[src/rtl/draw_rect_array.sv]
// N-slot rectangle hit tester: host writes a shadow bank that is committed to the
// active bank on frame_start_in, and every pixel is tested against the active bank.
module draw_rect_array #(
  parameter int N_RECTS = 4,
  parameter int LATENCY = 4,
  parameter int BORDER  = 0,
  localparam int IW = (N_RECTS > 1) ? $clog2(N_RECTS) : 1
) (
  input  logic               clk_in,
  input  logic               rst_n_in,
  input  logic               wr_en_in,
  input  logic [IW-1:0]      wr_idx_in,
  input  logic [10:0]        wr_x1_in,
  input  logic [9:0]         wr_y1_in,
  input  logic [10:0]        wr_x2_in,
  input  logic [9:0]         wr_y2_in,
  input  logic [23:0]        wr_color_in,
  input  logic               wr_enable_in,
  input  logic               frame_start_in,
  input  logic               valid_in,
  input  logic [10:0]        hcount_in,
  input  logic [9:0]         vcount_in,
  output logic [N_RECTS-1:0] hit_vec_out,
  output logic               hit_out,
  output logic [IW-1:0]      hit_idx_out,
  output logic [23:0]        color_out,
  output logic               valid_out
);

  // Stage 3 plus the LATENCY-3 padding stages.
  localparam int NP = (LATENCY >= 3) ? LATENCY - 2 : 1;

  if (LATENCY < 3) begin : g_latency_check
    $error("draw_rect_array: LATENCY must be >= 3");
  end

  logic [10:0]        sh_x1_q [N_RECTS];
  logic [10:0]        sh_x2_q [N_RECTS];
  logic [9:0]         sh_y1_q [N_RECTS];
  logic [9:0]         sh_y2_q [N_RECTS];
  logic [23:0]        sh_col_q [N_RECTS];
  logic [N_RECTS-1:0] sh_en_q;
  logic [10:0]        act_x1_q [N_RECTS];
  logic [10:0]        act_x2_q [N_RECTS];
  logic [9:0]         act_y1_q [N_RECTS];
  logic [9:0]         act_y2_q [N_RECTS];
  logic [23:0]        act_col_q [N_RECTS];
  logic [N_RECTS-1:0] act_en_q;

  logic [10:0] wr_x_lo, wr_x_hi;
  logic [9:0]  wr_y_lo, wr_y_hi;
  logic        wr_ok;

  always_comb begin
    wr_x_lo = (wr_x1_in < wr_x2_in) ? wr_x1_in : wr_x2_in;
    wr_x_hi = (wr_x1_in < wr_x2_in) ? wr_x2_in : wr_x1_in;
    wr_y_lo = (wr_y1_in < wr_y2_in) ? wr_y1_in : wr_y2_in;
    wr_y_hi = (wr_y1_in < wr_y2_in) ? wr_y2_in : wr_y1_in;
    wr_ok   = wr_en_in && (32'(wr_idx_in) < N_RECTS);
  end

  // Commit copies the pre-write shadow; a same-cycle write lands in shadow only.
  always_ff @(posedge clk_in or negedge rst_n_in) begin
    if (!rst_n_in) begin
      for (int i = 0; i < N_RECTS; i++) begin
        sh_x1_q[i]   <= '0;
        sh_x2_q[i]   <= '0;
        sh_y1_q[i]   <= '0;
        sh_y2_q[i]   <= '0;
        sh_col_q[i]  <= '0;
        act_x1_q[i]  <= '0;
        act_x2_q[i]  <= '0;
        act_y1_q[i]  <= '0;
        act_y2_q[i]  <= '0;
        act_col_q[i] <= '0;
      end
      sh_en_q  <= '0;
      act_en_q <= '0;
    end else begin
      if (frame_start_in) begin
        for (int i = 0; i < N_RECTS; i++) begin
          act_x1_q[i]  <= sh_x1_q[i];
          act_x2_q[i]  <= sh_x2_q[i];
          act_y1_q[i]  <= sh_y1_q[i];
          act_y2_q[i]  <= sh_y2_q[i];
          act_col_q[i] <= sh_col_q[i];
        end
        act_en_q <= sh_en_q;
      end
      if (wr_ok) begin
        sh_x1_q[wr_idx_in]  <= wr_x_lo;
        sh_x2_q[wr_idx_in]  <= wr_x_hi;
        sh_y1_q[wr_idx_in]  <= wr_y_lo;
        sh_y2_q[wr_idx_in]  <= wr_y_hi;
        sh_col_q[wr_idx_in] <= wr_color_in;
        sh_en_q[wr_idx_in]  <= wr_enable_in;
      end
    end
  end

  // Inner box uses one extra bit so x1+B cannot wrap; x2-B clamps at zero.
  function automatic logic rect_hit(input logic en, input logic [10:0] x1, input logic [10:0] x2,
                                    input logic [9:0] y1, input logic [9:0] y2,
                                    input logic [10:0] h, input logic [9:0] v);
    logic        filled, inner;
    logic [11:0] ix_lo, ix_hi;
    logic [10:0] iy_lo, iy_hi;
    filled = en && (h >= x1) && (h < x2) && (v >= y1) && (v < y2);
    ix_lo  = {1'b0, x1} + 12'(BORDER);
    ix_hi  = ({1'b0, x2} > 12'(BORDER)) ? {1'b0, x2} - 12'(BORDER) : 12'd0;
    iy_lo  = {1'b0, y1} + 11'(BORDER);
    iy_hi  = ({1'b0, y2} > 11'(BORDER)) ? {1'b0, y2} - 11'(BORDER) : 11'd0;
    inner  = ({1'b0, h} >= ix_lo) && ({1'b0, h} < ix_hi) &&
             ({1'b0, v} >= iy_lo) && ({1'b0, v} < iy_hi);
    return (BORDER > 0) ? (filled && !inner) : filled;
  endfunction

  logic [10:0]        h1_q;
  logic [9:0]         v1_q;
  logic               val1_q;
  logic [N_RECTS-1:0] hit_c;
  logic [N_RECTS-1:0] hit2_q;
  logic               val2_q;
  logic [23:0]        col2_q [N_RECTS];
  logic               s3_hit;
  logic [IW-1:0]      s3_idx;
  logic [23:0]        s3_col;

  always_comb begin
    hit_c = '0;
    for (int i = 0; i < N_RECTS; i++) begin
      hit_c[i] = val1_q && rect_hit(act_en_q[i], act_x1_q[i], act_x2_q[i],
                                    act_y1_q[i], act_y2_q[i], h1_q, v1_q);
    end
  end

  // Colours are snapshotted alongside the hits so a commit between stages 2 and 3
  // cannot pair one bank's hit with another bank's colour.
  always_comb begin
    s3_hit = |hit2_q;
    s3_idx = '0;
    s3_col = '0;
    for (int i = N_RECTS - 1; i >= 0; i--) begin
      if (hit2_q[i]) begin
        s3_idx = IW'(i);
        s3_col = col2_q[i];
      end
    end
  end

  logic [N_RECTS-1:0] p_vec_q [NP];
  logic [IW-1:0]      p_idx_q [NP];
  logic [23:0]        p_col_q [NP];
  logic [NP-1:0]      p_hit_q;
  logic [NP-1:0]      p_val_q;

  always_ff @(posedge clk_in or negedge rst_n_in) begin
    if (!rst_n_in) begin
      h1_q    <= '0;
      v1_q    <= '0;
      val1_q  <= 1'b0;
      hit2_q  <= '0;
      val2_q  <= 1'b0;
      p_hit_q <= '0;
      p_val_q <= '0;
      for (int i = 0; i < N_RECTS; i++) col2_q[i] <= '0;
      for (int i = 0; i < NP; i++) begin
        p_vec_q[i] <= '0;
        p_idx_q[i] <= '0;
        p_col_q[i] <= '0;
      end
    end else begin
      h1_q   <= hcount_in;
      v1_q   <= vcount_in;
      val1_q <= valid_in;
      hit2_q <= hit_c;
      val2_q <= val1_q;
      for (int i = 0; i < N_RECTS; i++) col2_q[i] <= act_col_q[i];
      p_vec_q[0] <= hit2_q;
      p_hit_q[0] <= s3_hit;
      p_idx_q[0] <= s3_idx;
      p_col_q[0] <= s3_col;
      p_val_q[0] <= val2_q;
      for (int i = 1; i < NP; i++) begin
        p_vec_q[i] <= p_vec_q[i-1];
        p_hit_q[i] <= p_hit_q[i-1];
        p_idx_q[i] <= p_idx_q[i-1];
        p_col_q[i] <= p_col_q[i-1];
        p_val_q[i] <= p_val_q[i-1];
      end
    end
  end

  assign hit_vec_out = p_vec_q[NP-1];
  assign hit_out     = p_hit_q[NP-1];
  assign hit_idx_out = p_idx_q[NP-1];
  assign color_out   = p_col_q[NP-1];
  assign valid_out   = p_val_q[NP-1];

endmodule

[config.mk]
export PLATFORM = sky130hd
export DESIGN_NAME = draw_rect_array
export DESIGN_NICKNAME = d
export VERILOG_FILES = /design/src/rtl/draw_rect_array.sv
export SDC_FILE = /design/constraint.sdc
export NUM_CORES = 1
export LEC_CHECK = 0
export BUFFER_PORTS_ARGS = -buffer_cell sky130_fd_sc_hd__clkbuf_2
export CAP_MARGIN = 40
export CORE_ASPECT_RATIO = 1.75
export CORE_MARGIN = 4
export CORE_UTILIZATION = 60
export DETAILED_ROUTE_END_ITERATION = 6
export PLACE_DENSITY = 0.86
export SKIP_CTS_REPAIR_TIMING = 1
export SLEW_MARGIN = 20
export SYNTH_ARGS = -nofsm -noshare
export SYNTH_HDL_FRONTEND = slang
export SYNTH_SLANG_ARGS = --single-unit
[constraint.sdc]
create_clock -name clk_in -period 5.3 [get_ports clk_in]
set_input_delay 0.265 -clock clk_in [delete_from_list [all_inputs] [get_ports clk_in]]
set_output_delay 0.265 -clock clk_in [all_outputs]
set_load 0.01 [all_outputs]
# ---- Yosys cells after proc, flatten, opt, wreduce, memory -nomap -nowiden
# Index checks and enable logic that the tools add are counted.
dict set report totals {
  reg_bits 723
  latchBits 0
  ram_bits 0
  mem_bits_ro 0
  inputBits 95
  output_inout_bits 32
  word_cells 131
  mem_count 0
}
dict set report classes {
  addsub 0
  mul 0
  div_mod_pow 0
  magnitude_cmp 22
  n_eq_ne 0
  n_shift 0
  muxes 26
  bitwise_logic 1
  n_reduce_logical 23
}
# op count
set ops {}
lappend ops {{24-bit 2-to-1 mux} 5}
lappend ops {{96-bit bitwise mux} 1}
lappend ops {{44-bit bitwise mux} 2}
lappend ops {{40-bit bitwise mux} 2}
lappend ops {{11-bit less-than comparator} 5}
lappend ops {{10-bit less-than comparator} 5}
lappend ops {{24-bit demux with 2-bit select} 1}
lappend ops {{11-bit >= comparator} 4}
lappend ops {{10-bit >= comparator} 4}
lappend ops {{11-bit 2-to-1 mux} 3}
lappend ops {{10-bit 2-to-1 mux} 3}
lappend ops {{11-bit demux with 2-bit select} 1}
lappend ops {{1-bit logical AND} 22}
lappend ops {{10-bit demux with 2-bit select} 1}
lappend ops {{2-bit 2-to-1 mux} 4}
lappend ops {{4-bit bitwise mux} 1}
lappend ops {{4-bit OR reduction} 1}
lappend ops {{3-bit >= comparator (second input constant)} 1}
lappend ops {{2-bit by 3-bit less-than comparator with 1-bit output (second input constant)} 1}
lappend ops {{3-bit by 1-bit less-than comparator with 1-bit output (second input constant)} 1}
lappend ops {{2-bit NOT with 3-bit output} 1}
lappend ops {{1-bit demux with 2-bit select} 1}
lappend ops {{2-bit by 1-bit >= comparator with 1-bit output (second input constant)} 1}
lappend ops {{1-bit 2-to-1 mux} 1}

# ---- Depth between registers and ports, before layout
dict set report depth {
  ltp_word 6
  depth_mapped 10
  mapped_depth_nobuf 8
}

# ---- Worst setup path before layout
# No wires, ideal clock.
dict set report synth_path {
  kind {input port to flip-flop}
  startpoint {input port wr_y2_in[5]}
  endpoint {register sh_y2_q[30] in the netlist's numbering}
  setup_time_ns 0.121
  arrival_ns 1.954
  t_required_ns 5.179
  path_slack_ns 3.226
  stages 10
  path_buffers 2
  path_cell_list {clkbuf_1 inv_1 ha_1 and2_1 a31o_2 a41oi_4 buf_6 a31oi_4 nand2_1 a2bb2oi_1}
}
dict set report synth_via {
  elab_chain_len 3
}
# item line_no
set synth_lines {}
lappend synth_lines {{start, declared} 16} ;# input logic [9:0] wr_y2_in,
lappend synth_lines {{10-bit less-than comparator} 58} ;# wr_y_hi = (wr_y1_in < wr_y2_in) ? wr_y2_in : wr_y1_in;
lappend synth_lines {{10-bit 2-to-1 mux} 58}
lappend synth_lines {{40-bit bitwise mux} 94} ;# sh_y2_q[wr_idx_in] <= wr_y_hi;
lappend synth_lines {{end signal, assigned by index} 94}
lappend synth_lines {{end, declared} 40} ;# logic [9:0] sh_y2_q [N_RECTS];
# Every way passes these cells.
# A chain may end at the register's enable or synchronous reset.

# ---- Worst setup path after layout
dict set report layout_path {
  startpoint {register h1_q[2]}
  endpoint {register hit2_q[3]}
}
dict set report layout_via {
  elab_chain_len 6
  elab_cells_between_ends 7
  cone_classes {2 x order compare; 5 x reduce/logical}
}
# item line_no
set layout_lines {}
lappend layout_lines {{start, declared} 118} ;# logic [10:0] h1_q;
lappend layout_lines {{start signal, assigned} 173} ;# h1_q <= hcount_in;
lappend layout_lines {{11-bit >= comparator} 108} ;# filled = en && (h >= x1) && (h < x2) && (v >= y1) && (v < y2);
lappend layout_lines {{1-bit logical AND} 108}
lappend layout_lines {{1-bit logical AND * (3 in a row)} 108}
lappend layout_lines {{1-bit logical AND *} 132} ;# hit_c[i] = val1_q && rect_hit(act_en_q[i], act_x1_q[i], act_x2_q[i],
lappend layout_lines {{named net hit_c[3]} 121} ;# logic [N_RECTS-1:0] hit_c;
lappend layout_lines {{end signal, assigned} 176} ;# hit2_q <= hit_c;
lappend layout_lines {{end, declared} 122} ;# logic [N_RECTS-1:0] hit2_q;
# The timed path passes the listed nets; every way through them passes the cells marked *.

==> results by group <==
Outcome
  – Status: finished clean

Worst setup path
  – Worst Path Arrival: 3450 ps
  – Launch point of the worst reg-to-reg path: h1_q[2]
  – Reg-to-Reg End: hit2_q[3]
  – Crit. End Element: flop
  – CP startpoint kind: flop
  – R2R cell count: 7
  – Crit Path Max Fanout: 8
  – Setup CP Type: flop to flop
  – Critical path required time: 5790 ps
  – Reg2Reg Setup Slack: 2340 ps

Clock tree
  – Clock slew at reported path FFs: 70 ps
  – Clock Tree Buf Depth: 3
  – Clock Latency Late Sink: 660 ps
  – H-tree depth: 2
  – TritonCTS sink count: 723
  – Clock Tree Root: clkbuf_16
  – TritonCTS Buffers: 61
  – CTS tree: done

Drt
  – WL/cell: 21.5 microns
  – Drt total wl: 79200 microns
  – Remaining DRCs: 0
  – Routed via count: 22.1k
  – Remaining antenna violation count: 0
  – 1st-iter DRT viols: 2089
  – Via density: 5.98
  – DRT Pass-1 Iters: 6

Synthesis
  – Mean Syn Cell Area: 10.7 sq um
  – Register area share after synthesis: 58.7%
  – Number of synthesized flops with an enable pin: 0
  – Ys Warns: 0
  – Cell count after synthesis: 2880
  – Synth Net Count: 3154
  – Syn Std Cell Area: 30800 sq um
  – Netlist cell types: 57
  – Fraction of registers with async set/reset: 100%
  – Predominant post-synthesis flop cell: dfrtp_1
  – #FFs+latches synth: 723

Timing
  – Hold Fails Final Rpt: 0
  – Maximum clock frequency: 0.338 GHz
  – Fin crit share: 55.8%
  – RSZ-0062 raised after global routing: false
  – Slew @ Worst Pin: 984 ps
  – Max-slew violation count: 0
  – Fin Clk Skew: 57.2 ps
  – Max-slew headroom: 34.4%
  – Post-route minimum period: 2960 ps
  – Setup-failing EPs final: 0
  – Setup total negative slack: 0 ps

Placed design
  – Buffers on Ports: 126
  – Dpl cells: 3518
  – Hpwl dp: 49500 microns
  – RePlAce Congestion: 0.940
  – Cell area after placement: 31800 sq um

Die
  – Die ar.: 55200 sq um
  – Die Wd: 179 microns
  – Vert. Die Dim: 308 microns
  – IO Pins: 127
  – Initial Util: 60.7%
  – Std-Cell Rows: 109
  – Core footprint: 50700 sq um

Power
  – PD cells: 406 nW/um^2
  – Leakage: 16.9 nW
  – Total power draw: 14.1 mW
  – Worst IR Drop VDD: 0.309 mV

Finish
  – Area Overhead vs Synth: 12.4%
  – Fillers: 3496
  – Nets: 3248
  – Share of cells above drive strength 1: 13.7%
  – Area of all sequential standard cells: 18100 sq um
  – Post-Layout Inst Area: 34600 sq um
  – Final Non-Filler Cells: 3690
  – Multi-input logic area: 11200 sq um

Global routing
  – Global-route wire length before repair: 124000 microns
  – Vias in the first global route: 23.2k
  – Antenna violations before repair: 0
  – Grt ovf: 0
  – Largest net degree at the start of global routing: 189
  – All-Layer GR Usage: 28.8%

Job
  – Max-cap violation count: 0

Min path
  – Hold-critical path endpoint: sh_y2_q[23]
  – Hold Path Class: primary input to flop
  – Min-delay src: wr_y1_in[3]
  – Hold path depth: 2
==> placed cells by master, fill, tap and decap left out, drive strengths merged, types with 3 or more instances in the layout <==
master       synthesis  final
a2111oi              8      8
a211oi              10     10
a21o                18     18
a21oi               74     74
a22oi               24     24
a2bb2oi             80     80
a31oi               26     26
buf                 87     34
bufinv               0     10
clkbuf              98    206
clkinv               0     15
clkinvlp             0      4
dfrtp              723    723
dlygate4sd3          0     58
ha                 179    179
inv                175    176
mux2               115    115
mux2i               22     22
nand2              761    761
nand2b              11     11
nand3               12     12
nand4               11     11
nor2                70     70
nor2b                8      8
nor3                 5      5
nor4                 4      4
o211ai               4      4
o21a                 3      3
o21ai              303    303
o22ai               20     20
==> metal layers <==
metal,GRT usage [%],vias up,share of wire [%]
li1,-,9759,-
met5,0,-,0
met2,51.0,1006,52
met4,17.6,0,6.7
met1,32.5,11000,35
met3,4.11,323,6.2
==> flip-flops by register name (all words and copies together) (netlist names), 44 cells and up <==
| signal | count |
|---|---|
| sh_x1_q | 44 |
| act_x1_q | 44 |
| act_col_q | 96 |
| act_x2_q | 44 |
| sh_x2_q | 44 |
| sh_col_q | 96 |
| col2_q | 96 |
==> critical path, cell delays in order (launching register included) <==
cell and delay [ps]:
dfrtp_1 550, ha_1 390, nand2_1 50, o21ai_0 260, a21oi_1 120, o21ai_0 680, a2111oi_0 270, nor4_1 520
==> synth_stat cells (all sizes together) (3+ instances only) <==
cell type | number | area (sq um)
a2111oi | 8 | 82.6
a211oi | 10 | 80.1
a21o | 18 | 135
a21oi | 74 | 370
a22oi | 24 | 180
a2bb2oi | 80 | 701
a31oi | 26 | 463
buf | 87 | 536
clkbuf | 98 | 368
dfrtp | 723 | 18100
ha | 179 | 2240
inv | 175 | 657
mux2 | 115 | 1290
mux2i | 22 | 220
nand2 | 761 | 2860
nand2b | 11 | 68.8
nand3 | 12 | 60.1
nand4 | 11 | 68.8
nor2 | 70 | 268
nor2b | 8 | 57.6
nor3 | 5 | 25.0
nor4 | 4 | 25.0
o211ai | 4 | 30.0
o21a | 3 | 22.5
o21ai | 303 | 1530
o22ai | 20 | 125
==> power breakdown <==
group	switching, mW	internal (mW)
combinational	1.34	0.871
sequential	0.492	6.47
clock	2.10	2.78
total	3.94	10.1
==> stage by stage <==
step | worst slack (ps) | utilization, % | hold slack (ps)
floorplan | 3230 | - | -30.6
global placement | 2310 | 62.4 | 333
detailed placement | 2300 | 62.7 | 335
CTS | 2430 | 67.0 | -307
global route | 2200 | 68.2 | 0.206
finish | 2340 | 68.2 | 6.40
==> worst max-delay path by stage <==
stage / slack (ps) / start / end / depth (start not counted)
detailed placement: 2300 / wr_x2_in[8] / sh_x1_q[17] / 10
global placement: 2310 / wr_x2_in[8] / sh_x1_q[17] / 10
CTS: 2430 / h1_q[2] / hit2_q[3] / 7
floorplan: 3230 / wr_y2_in[5] / sh_y2_q[30] / 10
finish: 2340 / h1_q[2] / hit2_q[3] / 7
global route: 2200 / wr_y2_in[9] / sh_y1_q[11] / 12
==> area by class of cell <==
class / instances / area share, %
antenna: 1 / 0.00723
clock buffer: 82 / 4.95
clock inverter: 30 / 1.42
inverter: 175 / 1.90
multi-input combinational: 1797 / 32.4
sequential: 723 / 52.3
tap: 666 / 2.41
timing repair buffer: 216 / 4.69
==> kinds of logic (layout without fill, tap and decap cells) <==
group | Yosys count | count (layout) | share of synthesized area (%)
compound gates | 585 | 585 | 12.6
simple gates | 896 | 896 | 11.5
flops | 723 | 723 | 58.7
other cells | 0 | 1 | 0
mux | 137 | 137 | 4.92
buf+inv | 360 | 503 | 5.06
fa+ha+maj | 179 | 179 | 7.27
Power figures use the tool's default switching activity.
